--- src/rtl/p18240_pkg.sv ---
// ---------------------------------------------------------------------------
// p18240_pkg
//  Types and constants shared by the p18240 memory-port arbiter slice.
//   arb_state_t : arbiter FSM states (IDLE -> ACCESS -> ACK -> IDLE)
//   OWNER_CPU / OWNER_DBG : encoding of the owner/last-grant bit
// ---------------------------------------------------------------------------
package p18240_pkg;

   typedef enum logic [1:0] {
      ARB_IDLE   = 2'd0,
      ARB_ACCESS = 2'd1,
      ARB_ACK    = 2'd2
   } arb_state_t;

   localparam logic OWNER_CPU = 1'b0;
   localparam logic OWNER_DBG = 1'b1;

endpackage : p18240_pkg

--- src/rtl/mem_port_arbiter_if.sv ---
// ---------------------------------------------------------------------------
// mem_port_arbiter_if
//  Bundles the CPU request port, the debug/loader request port, the shared
//  memory bus and the arbiter status signals.
//   slave  : arbiter side (takes requests, drives acks/rdata/memory bus)
//   master : environment side (issues requests, models the memory)
//  Signals: cpu_req/we/addr/wdata, cpu_ack/rdata; dbg_req/we/addr/wdata,
//  dbg_ack/rdata; mem_addr/wdata/re_L/we_L, mem_rdata; busy, owner.
// ---------------------------------------------------------------------------
interface mem_port_arbiter_if #(
   parameter int AW = 16,
   parameter int DW = 16
);
   logic          cpu_req;
   logic          cpu_we;
   logic [AW-1:0] cpu_addr;
   logic [DW-1:0] cpu_wdata;
   logic          cpu_ack;
   logic [DW-1:0] cpu_rdata;

   logic          dbg_req;
   logic          dbg_we;
   logic [AW-1:0] dbg_addr;
   logic [DW-1:0] dbg_wdata;
   logic          dbg_ack;
   logic [DW-1:0] dbg_rdata;

   logic [AW-1:0] mem_addr;
   logic [DW-1:0] mem_wdata;
   logic          mem_re_L;
   logic          mem_we_L;
   logic [DW-1:0] mem_rdata;

   logic          busy;
   logic          owner;

   modport slave (
      input  cpu_req, cpu_we, cpu_addr, cpu_wdata,
      output cpu_ack, cpu_rdata,
      input  dbg_req, dbg_we, dbg_addr, dbg_wdata,
      output dbg_ack, dbg_rdata,
      output mem_addr, mem_wdata, mem_re_L, mem_we_L,
      input  mem_rdata,
      output busy, owner
   );

   modport master (
      output cpu_req, cpu_we, cpu_addr, cpu_wdata,
      input  cpu_ack, cpu_rdata,
      output dbg_req, dbg_we, dbg_addr, dbg_wdata,
      input  dbg_ack, dbg_rdata,
      input  mem_addr, mem_wdata, mem_re_L, mem_we_L,
      output mem_rdata,
      input  busy, owner
   );

endinterface : mem_port_arbiter_if

--- src/rtl/arb_rr2.sv ---
// ---------------------------------------------------------------------------
// arb_rr2
//  Two-way request picker. Purely combinational.
//   req[1:0]  : bit 0 = CPU, bit 1 = debug
//   last      : requester granted most recently (OWNER_CPU / OWNER_DBG)
//   rrEn      : 1 = alternate on a tie, 0 = CPU always wins a tie
//   grant[1:0]: one-hot winner, all zero when nobody requests
// ---------------------------------------------------------------------------
module arb_rr2
   import p18240_pkg::*;
(
   input  logic [1:0] req,
   input  logic       last,
   input  logic       rrEn,
   output logic [1:0] grant
);

   always_comb begin
      grant = req;
      if (req == 2'b11) begin
         // Tie: the requester that did not go last wins when alternating.
         if (rrEn && (last == OWNER_CPU)) begin
            grant = 2'b10;
         end else begin
            grant = 2'b01;
         end
      end
   end

endmodule : arb_rr2

--- src/rtl/mem_port_arbiter.sv ---
// ---------------------------------------------------------------------------
// mem_port_arbiter
//  Shares the single p18240 memory port between the CPU and the debug/loader
//  port. One access at a time: the winner's we/addr/wdata are latched, one
//  memory enable is held low for MEM_LAT cycles, read data is captured in the
//  last access cycle and the owner receives a one-cycle ack.
//  Ports:
//   clock : system clock, all state changes on posedge
//   reset : synchronous active-high reset
//   bus   : mem_port_arbiter_if.slave (requests, acks, memory bus, status)
//  Parameters: AW/DW (must match bus), MEM_LAT (>=1), RR_EN.
// ---------------------------------------------------------------------------
module mem_port_arbiter
   import p18240_pkg::*;
#(
   parameter int AW      = 16,
   parameter int DW      = 16,
   parameter int MEM_LAT = 2,
   parameter bit RR_EN   = 1'b1
) (
   input  logic                clock,
   input  logic                reset,
   mem_port_arbiter_if.slave   bus
);

   localparam int CW = (MEM_LAT > 1) ? $clog2(MEM_LAT) : 1;

   arb_state_t    stateReg, stateNext;
   logic [CW-1:0] cntReg, cntNext;
   logic          weReg, weNext;
   logic [AW-1:0] addrReg, addrNext;
   logic [DW-1:0] wdataReg, wdataNext;
   logic          ownerReg, ownerNext;
   logic          lastReg, lastNext;
   logic [DW-1:0] rdataReg  [2];
   logic [DW-1:0] rdataNext [2];

   logic [1:0]    grant;
   logic [1:0]    ackVec;

   arb_rr2 uPicker (
      .req   ({bus.dbg_req, bus.cpu_req}),
      .last  (lastReg),
      .rrEn  (RR_EN),
      .grant (grant)
   );

   always_ff @(posedge clock) begin
      if (reset) begin
         stateReg    <= ARB_IDLE;
         cntReg      <= '0;
         weReg       <= 1'b0;
         addrReg     <= '0;
         wdataReg    <= '0;
         ownerReg    <= OWNER_CPU;
         lastReg     <= OWNER_DBG;   // CPU wins the first tie
         rdataReg[0] <= '0;
         rdataReg[1] <= '0;
      end else begin
         stateReg    <= stateNext;
         cntReg      <= cntNext;
         weReg       <= weNext;
         addrReg     <= addrNext;
         wdataReg    <= wdataNext;
         ownerReg    <= ownerNext;
         lastReg     <= lastNext;
         rdataReg[0] <= rdataNext[0];
         rdataReg[1] <= rdataNext[1];
      end
   end

   always_comb begin
      stateNext = stateReg;
      cntNext   = cntReg;
      weNext    = weReg;
      addrNext  = addrReg;
      wdataNext = wdataReg;
      ownerNext = ownerReg;
      lastNext  = lastReg;
      rdataNext = rdataReg;

      case (stateReg)
         ARB_IDLE: begin
            if (grant[0]) begin
               ownerNext = OWNER_CPU;
               weNext    = bus.cpu_we;
               addrNext  = bus.cpu_addr;
               wdataNext = bus.cpu_wdata;
               cntNext   = CW'(MEM_LAT - 1);
               stateNext = ARB_ACCESS;
            end else if (grant[1]) begin
               ownerNext = OWNER_DBG;
               weNext    = bus.dbg_we;
               addrNext  = bus.dbg_addr;
               wdataNext = bus.dbg_wdata;
               cntNext   = CW'(MEM_LAT - 1);
               stateNext = ARB_ACCESS;
            end
         end

         ARB_ACCESS: begin
            // Requests are ignored here: a latched access always runs to its ack.
            if (cntReg == '0) begin
               if (!weReg) begin
                  rdataNext[ownerReg] = bus.mem_rdata;
               end
               stateNext = ARB_ACK;
            end else begin
               cntNext = cntReg - CW'(1);
            end
         end

         ARB_ACK: begin
            lastNext  = ownerReg;
            stateNext = ARB_IDLE;
         end

         default: stateNext = ARB_IDLE;
      endcase
   end

   // Ack is decoded from registered state, so it is a clean one-cycle pulse
   // and only the owner's bit can be set.
   generate
      for (genvar gi = 0; gi < 2; gi++) begin : genAck
         assign ackVec[gi] = (stateReg == ARB_ACK) && (ownerReg == 1'(gi));
      end
   endgenerate

   assign bus.cpu_ack   = ackVec[0];
   assign bus.dbg_ack   = ackVec[1];
   assign bus.cpu_rdata = rdataReg[0];
   assign bus.dbg_rdata = rdataReg[1];

   assign bus.mem_addr  = addrReg;
   assign bus.mem_wdata = wdataReg;
   assign bus.mem_re_L  = !((stateReg == ARB_ACCESS) && !weReg);
   assign bus.mem_we_L  = !((stateReg == ARB_ACCESS) &&  weReg);

   assign bus.busy      = (stateReg != ARB_IDLE);
   assign bus.owner     = ownerReg;

endmodule : mem_port_arbiter

--- src/flat_wrapper.sv ---
// flat-port wrapper written by rule: the top's interface ports become plain ports
module mem_port_arbiter_flat import p18240_pkg::*;
#(
   parameter int AW      = 16,
   parameter int DW      = 16,
   parameter int MEM_LAT = 2,
   parameter bit RR_EN   = 1'b1
)
  (clock, reset, bus_cpu_req, bus_cpu_we, bus_cpu_addr, bus_cpu_wdata, bus_cpu_ack, bus_cpu_rdata, bus_dbg_req, bus_dbg_we, bus_dbg_addr, bus_dbg_wdata, bus_dbg_ack, bus_dbg_rdata, bus_mem_addr, bus_mem_wdata, bus_mem_re_L, bus_mem_we_L, bus_mem_rdata, bus_busy, bus_owner);
  mem_port_arbiter_if #(.AW(AW), .DW(DW)) bus_i ();
  input  logic clock;
  input  logic reset;
  input wire logic [$bits(bus_i.cpu_req)-1:0] bus_cpu_req;
  input wire logic [$bits(bus_i.cpu_we)-1:0] bus_cpu_we;
  input wire logic [$bits(bus_i.cpu_addr)-1:0] bus_cpu_addr;
  input wire logic [$bits(bus_i.cpu_wdata)-1:0] bus_cpu_wdata;
  output wire logic [$bits(bus_i.cpu_ack)-1:0] bus_cpu_ack;
  output wire logic [$bits(bus_i.cpu_rdata)-1:0] bus_cpu_rdata;
  input wire logic [$bits(bus_i.dbg_req)-1:0] bus_dbg_req;
  input wire logic [$bits(bus_i.dbg_we)-1:0] bus_dbg_we;
  input wire logic [$bits(bus_i.dbg_addr)-1:0] bus_dbg_addr;
  input wire logic [$bits(bus_i.dbg_wdata)-1:0] bus_dbg_wdata;
  output wire logic [$bits(bus_i.dbg_ack)-1:0] bus_dbg_ack;
  output wire logic [$bits(bus_i.dbg_rdata)-1:0] bus_dbg_rdata;
  output wire logic [$bits(bus_i.mem_addr)-1:0] bus_mem_addr;
  output wire logic [$bits(bus_i.mem_wdata)-1:0] bus_mem_wdata;
  output wire logic [$bits(bus_i.mem_re_L)-1:0] bus_mem_re_L;
  output wire logic [$bits(bus_i.mem_we_L)-1:0] bus_mem_we_L;
  input wire logic [$bits(bus_i.mem_rdata)-1:0] bus_mem_rdata;
  output wire logic [$bits(bus_i.busy)-1:0] bus_busy;
  output wire logic [$bits(bus_i.owner)-1:0] bus_owner;
  assign bus_i.cpu_req = bus_cpu_req;
  assign bus_i.cpu_we = bus_cpu_we;
  assign bus_i.cpu_addr = bus_cpu_addr;
  assign bus_i.cpu_wdata = bus_cpu_wdata;
  assign bus_cpu_ack = bus_i.cpu_ack;
  assign bus_cpu_rdata = bus_i.cpu_rdata;
  assign bus_i.dbg_req = bus_dbg_req;
  assign bus_i.dbg_we = bus_dbg_we;
  assign bus_i.dbg_addr = bus_dbg_addr;
  assign bus_i.dbg_wdata = bus_dbg_wdata;
  assign bus_dbg_ack = bus_i.dbg_ack;
  assign bus_dbg_rdata = bus_i.dbg_rdata;
  assign bus_mem_addr = bus_i.mem_addr;
  assign bus_mem_wdata = bus_i.mem_wdata;
  assign bus_mem_re_L = bus_i.mem_re_L;
  assign bus_mem_we_L = bus_i.mem_we_L;
  assign bus_i.mem_rdata = bus_mem_rdata;
  assign bus_busy = bus_i.busy;
  assign bus_owner = bus_i.owner;
  mem_port_arbiter #(.AW(AW), .DW(DW), .MEM_LAT(MEM_LAT), .RR_EN(RR_EN)) u_core (.clock(clock), .reset(reset), .bus(bus_i));
endmodule
--- config.mk ---
export PLATFORM = sky130hd
export DESIGN_NAME = mem_port_arbiter_flat
export DESIGN_NICKNAME = d
export VERILOG_FILES = /design/src/rtl/p18240_pkg.sv /design/src/rtl/mem_port_arbiter_if.sv /design/src/rtl/arb_rr2.sv /design/src/rtl/mem_port_arbiter.sv /design/src/flat_wrapper.sv
export SDC_FILE = /design/constraint.sdc
export NUM_CORES = 1
export LEC_CHECK = 0
export CAP_MARGIN = 40
export CELL_PAD_IN_SITES_DETAIL_PLACEMENT = 1
export CELL_PAD_IN_SITES_GLOBAL_PLACEMENT = 2
export CORE_MARGIN = 2
export CORE_UTILIZATION = 24
export DETAILED_ROUTE_END_ITERATION = 10
export GPL_ROUTABILITY_DRIVEN = 1
export PLACE_DENSITY = 0.8
export SYNTH_ARGS = -nofsm -noshare
export SYNTH_HDL_FRONTEND = slang
export SYNTH_HIERARCHICAL = 1
export SYNTH_SLANG_ARGS = --single-unit
--- constraint.sdc ---
create_clock -name clock -period 2.1 [get_ports clock]
set_input_delay 0.42 -clock clock [delete_from_list [all_inputs] [get_ports clock]]
set_output_delay 0.42 -clock clock [all_outputs]
set_load 0.03 [all_outputs]
==> Word-level counts from Yosys, hierarchy flattened <==
Cells that the tools add are included.
{ "op_classes": {"n_eq_ne": 5, "reduce_logical": 16, "n_bitwise": 4, "add_sub_neg": 1, "mux": 20, "n_lt_le_gt_ge": 2} }
{ "ops": {"columns": ["operator", "count"], "rows": [
  ["$mux W16", 5],
  ["$bwmux W32", 1],
  ["$demux W16 S1", 1],
  ["$mux W2", 5],
  ["$mux W1", 6],
  ["$reduce_and A2 Y1", 3],
  ["$reduce_bool A2 Y1", 3],
  ["$logic_and A1 B1 Y1", 5],
  ["$eq A2 B2 Y1 const B", 2],
  ["$pmux W2 S2", 1],
  ["$logic_not A1 Y1", 3],
  ["$ne A3 B1 Y1 const B", 1],
  ["$not A1 Y1", 3],
  ["$reduce_and A3 Y1", 1],
  ["$eq A2 B1 Y1 const B", 1],
  ["$ge A2 B2 Y1 const B", 1],
  ["$logic_not A2 Y1", 1],
  ["$lt A2 B1 Y1 const B", 1],
  ["$ne A2 B2 Y1 const B", 1],
  ["$not A1 Y2", 1],
  ["$pmux W1 S2", 1],
  ["$sub A1 B1 Y1 const B", 1]
]} }
{ "word_totals": {"register_bits": 70, "in_bits": 86, "out_inout_bits": 70} }

==> Depth between registers and ports, before layout <==
{ "logic_depth": {"ltp_word": 6, "depth_mapped": 9, "ltp_nobuf": 5} }

==> Hierarchy <==
Netlist, hierarchy kept.
{ "modules_own_cells": {"columns": ["module", "cells_each", "n_inst", "seq_area_each_um2", "area_each_um2"], "rows": [
  ["mem_port_arbiter", 304, 1, 1401.3, 3216.8],
  ["arb_rr2", 4, 1, 0.0, 30.0]
]} }

==> Worst setup path before layout <==
Ideal clock, no wire load.
{ "synth_path": {"path_kind": "input-to-reg", "from": "input bus_cpu_req", "to": "register u_core.addrReg[6], in the netlist u_core/bus.mem_addr[6]", "path_stages": 6, "arrival_ps": 1500, "slack_ps": 455, "n_path_buf": 2, "cell_sequence": "inv_1 -> a21oi_1 -> buf_6 -> clkbuf_1 -> mux2i_1 -> a211oi_2"} }
{ "synth_via": {"elab_chain_len": 4, "word_cells_on_any_way": 5} }
{ "synth_lines": {"columns": ["item", "line_no", "source"], "rows": [
  ["start, declared", "flat_wrapper.sv:13", "input wire logic [$bits(bus_i.cpu_req)-1:0] bus_cpu_req;"],
  ["$eq A2 B2 Y1", "arb_rr2.sv:20", "if (req == 2'b11) begin"],
  ["$mux W2 (*)", "arb_rr2.sv:20", null],
  ["net u_core.grant[0]", "mem_port_arbiter.sv:38", "logic [1:0] grant;"],
  ["$reduce_bool A2 Y1 (no line)", null, null],
  ["$reduce_and A2 Y1 (no line)", null, null],
  ["end signal, assigned", "mem_port_arbiter.sv:63", "addrReg <= addrNext;"],
  ["end, declared", "mem_port_arbiter.sv:31", "logic [AW-1:0] addrReg, addrNext;"]
]} }
The timed path passes the listed nets; every way through them passes the cells marked *.
A chain may end at the register's enable or synchronous reset.

==> Final worst setup path <==
{ "layout_path": {"from": "register u_core.stateReg[1]", "to": "output bus_busy"} }
{ "layout_via": {"elab_chain_len": 1} }
{ "layout_lines": {"columns": ["item", "line_no", "source"], "rows": [
  ["start, declared", "mem_port_arbiter.sv:28", "arb_state_t stateReg, stateNext;"],
  ["start signal, assigned", "mem_port_arbiter.sv:60", "stateReg <= stateNext;"],
  ["$reduce_bool A2 Y1", "mem_port_arbiter.sv:140", "assign bus.busy = (stateReg != ARB_IDLE);"],
  ["end, declared", "flat_wrapper.sv:30", "output wire logic [$bits(bus_i.busy)-1:0] bus_busy;"]
]} }
Every way passes these cells.

==> impl_metrics.py <==
metrics = {
    "layout": {
        "fin_nets": 543,
        "most_frequent_standard_cell_in_the_layout_excluding_fill_and_tap_cells": "clkdlybuf4s50_1",
        "finish.instance_area_um2": 5260,
        "n_antenna_cell": 0,
        "register_area_um2": 1400,
        "nFillCells": 1486,
        "flow.area_growth_from_synthesis_pct": 62.1,
        "multi_input_comb_area_um2": 1690,
        "mostFrequentLayoutCells": "150 x clkdlybuf4s50_1, 70 x dfxtp_1, 65 x mux2i_1, 51 x nand2b_1, 36 x a21oi_1",
        "fraction_of_final_layout_cells_with_drive_strength_greater_than_1_pct": 13.0,
        "utilization_pct": 39.7,
    },
    "setup_path": {
        "worst-endpoint-arrival_ns": 1.50,
        "critical_path_class": "reg -> out",
        "timing.critical_path.fanout_max": 4,
        "worst_ep_required_time_ns": 1.68,
        "sort_of_element_at_the_start_of_the_critical_path": "flop",
        "end_kind": "primary output",
    },
    "sta": {
        "setup_repair_after_global_routing_missed_its_margin": "no",
        "finalWorstSetupSlack_ns": 0.177,
        "max_slew.worst_pin.slew_ns": 0.671,
        "setup_viol": 0,
        "final_hold_vios": 0,
        "post_route_fraction_of_the_period_consumed_by_the_critical_path_pct": 91.6,
        "report.final.slew_viol_count": 0,
        "achievable_frequency_ghz": 0.520,
        "finClkSkew_ns": 0.00391,
        "finalWorstPathRequiredPeriod_ns": 1.92,
        "worst_relative_slew_slack_pct": 55.2,
    },
    "floorplanning": {
        "ioPinCount": 156,
        "die_area_um2": 14500,
        "core_ar_um2": 13200,
        "floorplan.initialDensity_pct": 24.5,
        "rows": 42,
        "die_width_um": 120,
        "die_y_um": 120,
    },
    "grt": {
        "grt.overflow.total": 0,
        "grt_max_degree": 51,
        "initial_antenna_violation_count": 0,
        "first_global_vias": 2961,
        "grt_util_all_layers_pct": 13.7,
        "first_pass_grt_wire_length_um": 15400,
    },
    "clocking": {
        "clock_path_buffers": 2,
        "cts_tree": "done",
        "clock-sinks": 70,
        "numCtsBuffers": 9,
        "clkSlewWorstSetupHoldPaths_ns": 0.05,
        "cts_root_buf": "clkbuf_16",
        "cts-htree-levels": 3,
        "clock_insertion_delay_worst_skew_ns": 0.32,
        "ctsHoldBuffers": 0,
    },
    "logic_synthesis": {
        "yosysUniqueCellTypes": 23,
        "ys_ff_latch": 70,
        "synthDominantAreaCellType": "dfxtp_1",
        "post_synth.cell_area_avg_um2": 10.5,
        "synthesis.area_um2": 3250,
        "synth_seq_area_share_pct": 43.2,
        "netlist_top_cells_area": "dfxtp_1 43%, mux2i_1 20%, a211oi_2 12%",
        "yosys_warns": 6,
        "number_of_nets_produced_by_synthesis": 394,
        "post_synth_inst_count": 308,
        "synth_largest_type_area_fraction_pct": 43.2,
    },
    "placement": {
        "globalplace.congestion": 0.702,
        "dp_slack_ns": -0.00767,
        "buffer_ports.inserted": 155,
        "dp_hpwl_um": 7370,
        "post_dp_cell_area_um2": 4990,
    },
    "pwr": {
        "power.density_nw_per_um2": 760,
        "worst_ir_drop_vdd_mv": 0.265,
        "leakagePower_nw": 2.03,
    },
    "flow_run": {
        "maxCapViolations": 0,
    },
    "route": {
        "detail_route.vias_per_cell": 4.35,
        "drt_pass_1_iters": 4,
        "wl_per_cell_um": 15.4,
        "total_number_of_vias": 2764,
        "routed_wl_um": 9820,
        "postRouteAntennaNets": 0,
        "drc_errors_left": 0,
        "drt_first_iter_violations": 87,
    },
    "run_status": {
        "outcome": "complete, no violations",
    },
    "worst_hold_path": {
        "worst_hold_path_type": "reg -> reg",
    },
}
==> timing repair <==
item	in CTS	in global routing
setup buffers	0	0
resized for setup	2	2
setup endpoints to repair	2	2
==> stage by stage <==
stage	TNS (ns)	power [mW]	hold WS (ns)	cells
2_1_floorplan	0	2.17	0.444	308
3_3_place_gp	0	2.62	0.461	622
3_5_place_dp	-0.0118	2.64	0.472	622
4_1_cts	0	4.08	0.483	636
5_1_grt	0	4.21	0.502	636
6_report	0	4.00	0.477	636
==> worst max-delay path, cell delays in order, from the launching register on <==
cell             delay (ns)
dfxtp_1                0.37
nor2_2                 0.07
inv_2                  0.04
clkdlybuf4s50_1        0.68
==> registers in the layout, summed over array words and instances (netlist names) <==
name	cells
u_core/bus.cpu_rdata	16
u_core/bus.dbg_rdata	16
u_core/bus.mem_addr	16
u_core/bus.mem_wdata	16
u_core/bus.owner	1
u_core/cntReg	1
u_core/lastReg	1
u_core/stateReg	2
u_core/weReg	1
==> report_power, final <==
| part | internal (mW) | total, mW | switching, mW |
|---|---|---|---|
| sequential | 1.44 | 1.50 | 0.0617 |
| clock | 0.880 | 1.40 | 0.522 |
| combinational | 0.518 | 1.10 | 0.577 |
| total | 2.84 | 4.00 | 1.16 |
==> per-layer routing <==
metal | part of all wire, % | track usage [%] | vias to the layer above
met2 | 50 | 24.5 | 81
li1 | - | - | 1387
met1 | 42 | 15.2 | 1285
met3 | 6.8 | 4.29 | 11
met5 | 0 | 0 | -
met4 | 1.4 | 4.80 | 0
==> cell type report <==
type / instances / share of cell area (%)
timing repair buffer: 166 / 31.7
tap: 176 / 4.18
multi-input combinational: 207 / 32.0
sequential: 70 / 26.6
clock buffer: 13 / 5.13
inverter: 3 / 0.214
clock inverter: 1 / 0.0951
==> path summary, 6_finish.rpt <==
check | cells after the start | start | slack (ns) | to
worst max-delay path | 3 | u_core/stateReg[1] | 0.18 | bus_busy
worst min-delay path | 2 | u_core/bus.dbg_rdata[7] | 0.48 | u_core/bus.dbg_rdata[7]
worst max register to register | 4 | u_core/stateReg[1] | 0.32 | u_core/bus.mem_addr[2]
worst min register to register | 2 | u_core/bus.dbg_rdata[7] | 0.48 | u_core/bus.dbg_rdata[7]
==> cell usage after synthesis <==
cell type,count
nor2b_4,1
a211oi_1,4
inv_2,1
clkbuf_1,13
nor2b_1,1
buf_2,9
a211o_1,1
and2_4,1
nand2_1,4
dfxtp_1,70
buf_6,6
nand2b_1,51
mux2i_1,65
nor3_1,1
or2_1,1
o21a_1,1
a21oi_1,37
nor2_1,4
nand3_1,2
a211oi_2,30
and3_1,2
conb_1,1
inv_1,2
==> cells by family (layout without fill, tap and decap cells) <==
family | Yosys count | count (layout) | share of synthesized area, %
AOI/OAI and AO/OA | 73 | 73 | 18.7
other | 1 | 1 | 0.115
and+or+nand+nor | 68 | 68 | 12.7
buffers and inverters | 31 | 183 | 5.32
DFF | 70 | 70 | 43.2
muxes | 65 | 65 | 20.0
Power figures use the tool's default switching activity.
